===== config.mk =====
export PLATFORM = sky130hd
export DESIGN_NAME = trace_arbiter
export DESIGN_NICKNAME = d
export VERILOG_FILES = /design/src/rtl/trace_arbiter.sv
export SDC_FILE = /design/constraint.sdc
export NUM_CORES = 1
export LEC_CHECK = 0
export CAP_MARGIN = 25
export CORE_AREA = 8 8 318 320
export DETAILED_ROUTE_END_ITERATION = 8
export DIE_AREA = 0 0 326 328
export GPL_TIMING_DRIVEN = 0
export SETUP_SLACK_MARGIN = 0.1
export SLEW_MARGIN = 20
export SYNTH_ARGS = -nofsm -noshare
export SYNTH_HDL_FRONTEND = slang
export SYNTH_SLANG_ARGS = --single-unit

===== constraint.sdc =====
create_clock -name clk -period 66.4 [get_ports clk]
set_input_delay 9.96 -clock clk [delete_from_list [all_inputs] [get_ports clk]]
set_output_delay 9.96 -clock clk [all_outputs]
set_load 0.01 [all_outputs]

===== src/rtl/trace_arbiter.sv =====
// Per-source trace FIFOs merged round-robin onto a single tagged trace_buffer write port.
// Latency: 2 cycles from push into an empty FIFO to the trigger pulse; 1 word/cycle aggregate.
// No backpressure: a push into a full, unpopped FIFO is dropped and flagged; TRACE_ARB_DROP_CNT_EN adds drop_cnt.
module trace_arbiter #(
   parameter int NSRC       = 5,
   parameter int Fpay       = 32,
   parameter int FIFO_DEPTH = 4
) (
   input  logic                 clk,
   input  logic                 reset,
   input  logic [NSRC-1:0]      trigger_in,
   input  logic [NSRC*Fpay-1:0] trace_in,
   output logic                 trigger,
   output logic [Fpay-1:0]      trace,
   output logic [NSRC-1:0]      overflow
`ifdef TRACE_ARB_DROP_CNT_EN
   ,
   output logic [15:0]          drop_cnt
`endif
);

   localparam int SIDw = (NSRC > 1) ? $clog2(NSRC) : 1;
   localparam int PTRw = (FIFO_DEPTH > 1) ? $clog2(FIFO_DEPTH) : 1;
   localparam int CNTw = $clog2(FIFO_DEPTH + 1);

   logic [Fpay-1:0] mem    [NSRC][FIFO_DEPTH];
   logic [PTRw-1:0] wr_ptr [NSRC];
   logic [PTRw-1:0] rd_ptr [NSRC];
   logic [CNTw-1:0] count  [NSRC];

   logic [NSRC-1:0] empty;
   logic [NSRC-1:0] full;
   logic [NSRC-1:0] push;
   logic [NSRC-1:0] pop;
   logic [NSRC-1:0] drop;

   logic [SIDw-1:0] last_grant;
   logic [SIDw-1:0] gnt_idx;
   logic            gnt_vld;
   logic [Fpay-1:0] gnt_word;
   logic            unused_hi;

   // A full FIFO still accepts a push when it is popped in the same cycle.
   always_comb begin
      for (int i = 0; i < NSRC; i++) begin
         empty[i] = (count[i] == '0);
         full[i]  = (count[i] == CNTw'(FIFO_DEPTH));
         push[i]  = trigger_in[i] & (~full[i] | pop[i]);
         drop[i]  = trigger_in[i] & full[i] & ~pop[i];
      end
   end

   // Search starts one past the last winner so every busy source is served within NSRC cycles.
   always_comb begin
      gnt_vld = 1'b0;
      gnt_idx = '0;
      pop     = '0;
      for (int off = 1; off <= NSRC; off++) begin
         if (!gnt_vld && !empty[(int'(last_grant) + off) % NSRC]) begin
            gnt_vld = 1'b1;
            gnt_idx = SIDw'((int'(last_grant) + off) % NSRC);
         end
      end
      if (gnt_vld) begin
         pop[gnt_idx] = 1'b1;
      end
   end

   assign gnt_word  = mem[gnt_idx][rd_ptr[gnt_idx]];
   assign unused_hi = ^gnt_word[Fpay-1:Fpay-SIDw];

   always_ff @(posedge clk or posedge reset) begin
      if (reset) begin
         for (int i = 0; i < NSRC; i++) begin
            wr_ptr[i]   <= '0;
            rd_ptr[i]   <= '0;
            count[i]    <= '0;
            overflow[i] <= 1'b0;
            for (int d = 0; d < FIFO_DEPTH; d++) begin
               mem[i][d] <= '0;
            end
         end
      end else begin
         for (int i = 0; i < NSRC; i++) begin
            if (push[i]) begin
               mem[i][wr_ptr[i]] <= trace_in[i*Fpay +: Fpay];
               wr_ptr[i]         <= wr_ptr[i] + 1'b1;
            end
            if (pop[i]) begin
               rd_ptr[i] <= rd_ptr[i] + 1'b1;
            end
            count[i] <= count[i] + CNTw'(push[i]) - CNTw'(pop[i]);
            if (drop[i]) begin
               overflow[i] <= 1'b1;
            end
         end
      end
   end

   // Reset value makes source 0 the first winner.
   always_ff @(posedge clk or posedge reset) begin
      if (reset) begin
         trigger    <= 1'b0;
         trace      <= '0;
         last_grant <= SIDw'(NSRC - 1);
      end else begin
         trigger <= gnt_vld;
         if (gnt_vld) begin
            trace      <= {gnt_idx, gnt_word[Fpay-SIDw-1:0]};
            last_grant <= gnt_idx;
         end
      end
   end

`ifdef TRACE_ARB_DROP_CNT_EN
   logic [16:0] drop_sum;

   always_comb begin
      drop_sum = {1'b0, drop_cnt};
      for (int i = 0; i < NSRC; i++) begin
         drop_sum = drop_sum + 17'(drop[i]);
      end
   end

   always_ff @(posedge clk or posedge reset) begin
      if (reset) begin
         drop_cnt <= '0;
      end else begin
         drop_cnt <= drop_sum[16] ? 16'hFFFF : drop_sum[15:0];
      end
   end
`endif

endmodule


* After elaboration in Yosys (flattened, before gate mapping) *
Index checks and enable logic that the tools add are counted.

storage, ports and cells
  flip-flop bits (word level) = 716
  bits of input ports = 167
  output and inout bits = 38

cells by class
  add/subtract/negate cells = 25
  div/mod/pow operators = 5
  $lt $le $gt $ge = 19
  equality and inequality tests = 5
  muxes and demuxes = 52
  bitwise logic cells = 37
  reductions and logical operators = 22

operators by type and width
  cell                                                         count
  bitwise mux 128 bit                                          5
  binary-select mux 128 bit (select 3 bit)                     1
  demux 32 bit (select 2 bit)                                  5
  two-way mux 128 bit                                          2
  less-than comparator 32 x 5 -> 1 bit, second input constant  5
  modulo 32 x 4 -> 32 bit, second input constant               5
  two-way mux 32 bit                                           5
  binary-select mux 32 bit (select 2 bit)                      1
  two-way mux 29 bit                                           2
  adder 2 x 1 -> 2 bit, second input constant                  10
  >= comparator 3 bit, second input constant                   6
  inverter 2 -> 3 bit                                          6
  two-way mux 1 bit                                            16
  adder 3 x 1 -> 3 bit                                         5
  bitwise AND 1 bit                                            15
  binary-select mux 1 bit (select 3 bit)                       5
  == test 3 bit, second input constant                         5
  logical NOT 3 bit                                            5
  less-than comparator 3 x 1 -> 1 bit, second input constant   5
  two-way mux 3 bit                                            5
  subtractor 3 x 1 -> 3 bit                                    5
  logical AND 1 bit                                            10
  inverter 1 bit                                               10
  adder 3 x 2 -> 4 bit, second input constant                  2
  other kinds (12)                                             24

* Longest topological paths before layout *
  word-level depth = 26
  depth in mapped cells = 31

* Worst setup path before layout *
OpenSTA, ideal clock, no wires.

  kind = input port to flip-flop
  start = input trigger_in[1]
  end = register count[11] in the netlist's numbering
  library setup time = 127 ps
  arrival time = 11452 ps
  path slack = 54822 ps
  cell stages on the path = 10
  path buffers = 0
  cell sequence = inv_1 > a31oi_4 > inv_1 > ha_1 > inv_1 > ha_1 > inv_1 > fa_1 > xnor2_1 > xnor2_1

between the ends
  cells in the longest elaborated chain, start to end = 3

ends and longest elaborated chain
  element                        line  text
  start, declared                11    input logic [NSRC-1:0] trigger_in,
  bitwise AND 1 bit              48    push[i] = trigger_in[i] & (~full[i] | pop[i]);
  adder 3 x 1 -> 3 bit           92    count[i] <= count[i] + CNTw'(push[i]) - CNTw'(pop[i]);
  subtractor 3 x 1 -> 3 bit      92
  end signal, assigned by index  92
  end, declared                  29    logic [CNTw-1:0] count [NSRC];

Every way passes these cells.
A chain may end at the register's enable or synchronous reset.

* Final worst setup path *
  start = register trace[29]
  end = output trace[29]

RTL lines
  element                 line  text
  start, declared         14    output logic [Fpay-1:0] trace,
  start signal, assigned  109   trace <= {gnt_idx, gnt_word[Fpay-SIDw-1:0]};

No word-level cell between the ends.

==> impl_metrics.ini <==
[logic_synthesis]
synth_top_cell_by_area = dfrtp_1
synth_warnings = 0
async_flop_share = 1.000
synth_cells = 2647
yosysSeqAreaShare = 0.4925
netlist_area_um2 = 33230
avgSynthCellArea_um2 = 12.55
synth_seq_cells = 654
synth_edf_count = 0
yosysTopAreaCellShare = 0.4917
ys.flop_type = dfrtp_1
syn_nets = 2871
ys_top_cells_by_area = dfrtp_1 49%, mux2_2 18%, mux2_4 3.9%, mux2i_1 2.7%, ha_1 2.0%
synthDistinctLibCells = 102

[clocking]
clk_pin_slew_ps = 60
post_cts_buffers = 0
htree_levels = 3
cts.path.max_buffers = 3
cts_made_buffers = 75
clk_latency_ps = 640
hold_buffers = 0
clockRootBuffer = clkbuf_16
cts_resized = 0
clkSinkCount = 654
cts_tree = done

[grt]
grt_first_pass_wirelength_um = 189800
grt_max_degree = 105
grt_pass1_vias = 25140
antenna_found_initial = 5
grt_usage = 0.2462
gr-total-overflow = 0

[setup_path]
cp-end-kind = output port
cp-start-kind = register
critPathArrivalTime_ps = 2030
critPathKind = reg -> out
critPathMaxStageDelay_ps = 670
path_delay_family = buffers and inverters
critical_path.n_buffers_inverters = 2
crit_slowest_cell = dfrtp_1
worstPathCellList = buf_4, clkdlybuf4s50_1
crit_required_ps = 56440
worstPathMaxFanout = 10

[job]
cap_violations = 0

[floorplanning]
die_w_um = 326
dieArea_um2 = 106900
core_area_um2 = 95990
rows = 114
die_h_um = 328
start_util = 0.3462
ios = 205

[timing]
fmax_ghz = 0.08341
slew_headroom = 0.2219
timing.setup.tns_ps = 0
finalHoldViolations = 0
setup_viol = 0
rsz0062_at_grt = no
post-route-min-period_ps = 11990
maxSlewViolCount = 0
fin_worst_skew_ps = 24.35
tightest_slew_ps = 1167
fin_crit_sh = 0.1805

[placement]
numPortBuffers = 189
dp_hpwl_um = 94520
finalWeightedCongestion = 0.9492

[layout]
fill_cells = 9112
fin_nets = 3148
syn_to_final_growth_pct = 18.83
drive_gt1_frac = 0.3177

[drt]
drt_pass1_iterations = 5
drt_wl_total_um = 135600
wl_per_cell_um = 31.81
vias = 25150
final_antenna_net_count = 0
drt_iter0_markers = 2958
viasPerCell = 5.898
remaining_drc_errors = 0

[min_path]
hp-class = reg -> reg

[status]
outcome = complete, no violations
-- layout by cell type, fill, tap and decap left out, drive strengths merged, types with 59 or more instances in the layout --
| cell | count |
|---|---|
| mux2 | 665 |
| dfrtp | 653 |
| clkdlybuf4s50 | 189 |
| clkbuf | 171 |
| nand2 | 168 |
| buf | 158 |
| nand3 | 89 |
| mux2i | 88 |
| inv | 64 |
| a22oi | 59 |
-- routing by layer --
| layer | vias up | global-route usage | share of wire |
|---|---|---|---|
| met5 | - | 0 | 0 |
| met1 | 12970 | 0.3185 | 0.40 |
| met2 | 1459 | 0.3796 | 0.44 |
| li1 | 10370 | - | - |
| met4 | 0 | 0.1111 | 0.052 |
| met3 | 354 | 0.07293 | 0.10 |
-- per-stage QoR --
step	cell area (µm²)	hold WS (ps)	util	instances	worst slack [ps]
2_1_floorplan	33230	444.1	-	2647	38120
3_3_place_gp	36720	440.3	0.3825	4112	29630
3_5_place_dp	36940	458.8	0.3848	4120	53920
4_1_cts	39440	471.6	0.4108	4257	54390
5_1_grt	39480	491.4	0.4113	4260	54370
6_report	39490	464.8	0.4114	4264	54410
-- final timing paths --
check,from,to,depth (start not counted),slack (ps)
worst max-delay path,trace[29],trace[29],2,54410
worst min-delay path,overflow[3],overflow[3],1,460
worst max register to register,trace[29],count[8],26,57840
worst min register to register,overflow[3],overflow[3],1,460
max in group asynchronous,reset,trace[4],5,54910
min in group asynchronous,reset,mem[140],2,9720
-- synthesized netlist by cell type (6+ instances only) --
master	number
buf_4	29
o2111a_1	7
inv_1	56
nand2_1	163
a21o_1	10
o221ai_1	22
ha_1	52
and2_1	6
dfrtp_1	653
nand2b_1	6
a211oi_1	14
nor2_1	43
mux2_2	524
buf_6	30
or3_1	9
xnor2_1	27
a22oi_1	59
o31ai_1	7
o21a_1	6
nand3_1	89
mux2_1	54
o211ai_1	52
a21oi_1	44
o22ai_1	15
o21ai_0	42
a32oi_1	17
mux2_4	87
buf_2	75
o21ai_1	6
o2111ai_1	6
a31oi_1	53
clkbuf_1	55
a22o_1	8
a221oi_1	11
o2bb2ai_1	17
nor3_2	10
mux2i_1	88
nand4_1	47
nor3_1	9
buf_1	13
-- registers in the layout (all words and copies together) (netlist names) --
signal and flops:
last_grant 1, wr_ptr 10, count 15, rd_ptr 10
mem 580, overflow 5, trace 32, trigger 1
-- cell families (layout without fill, tap and decap cells) --
kind of cell             count (synthesis)  in the layout  synth area share
AND/OR/NAND/NOR                        431            431           0.06630
XOR/XNOR                                32             32          0.009451
adder cells (fa/ha/maj)                 57             57           0.02259
flip-flops                             654            654            0.4925
AO/OA/AOI/OAI                          457            457            0.1043
buffers and inverters                  262            599           0.04247
other                                    0              4                 0
multiplexers                           754            754            0.2623
-- final cells by class --
cell class / instances / area, µm² / area share
sequential: 654 / 16370 / 0.4145
clock inverter: 21 / 239.0 / 0.006052
antenna: 4 / 10.01 / 0.0002535
timing repair buffer: 200 / 2137 / 0.05412
inverter: 60 / 232.7 / 0.005893
buffer: 202 / 1192 / 0.03019
multi-input combinational: 1731 / 15450 / 0.3913
clock buffer: 116 / 2262 / 0.05728
tap: 1276 / 1597 / 0.04043
-- worst reg2reg max path, stage by stage, from the launching register on --
cell and delay [ps]:
dfrtp_1 670, buf_2 350, inv_1 300, ha_1 420
ha_1 260, nor4b_2 310, a211oi_2 90, xnor2_1 310
ha_1 210, inv_1 50, a221oi_2 310, a2bb2oi_4 120
xnor2_2 250, mux4_2 570, a21oi_2 310, nand4_2 320
nand2_1 280, clkbuf_1 730, clkbuf_1 900, nor2_1 400
ha_1 390, inv_1 60, ha_1 130, inv_1 40
fa_1 370, xnor2_1 180, xnor2_1 140
Power is not shown: default switching activity piles up to over one toggle a cycle in this logic, so the estimate is an artifact.
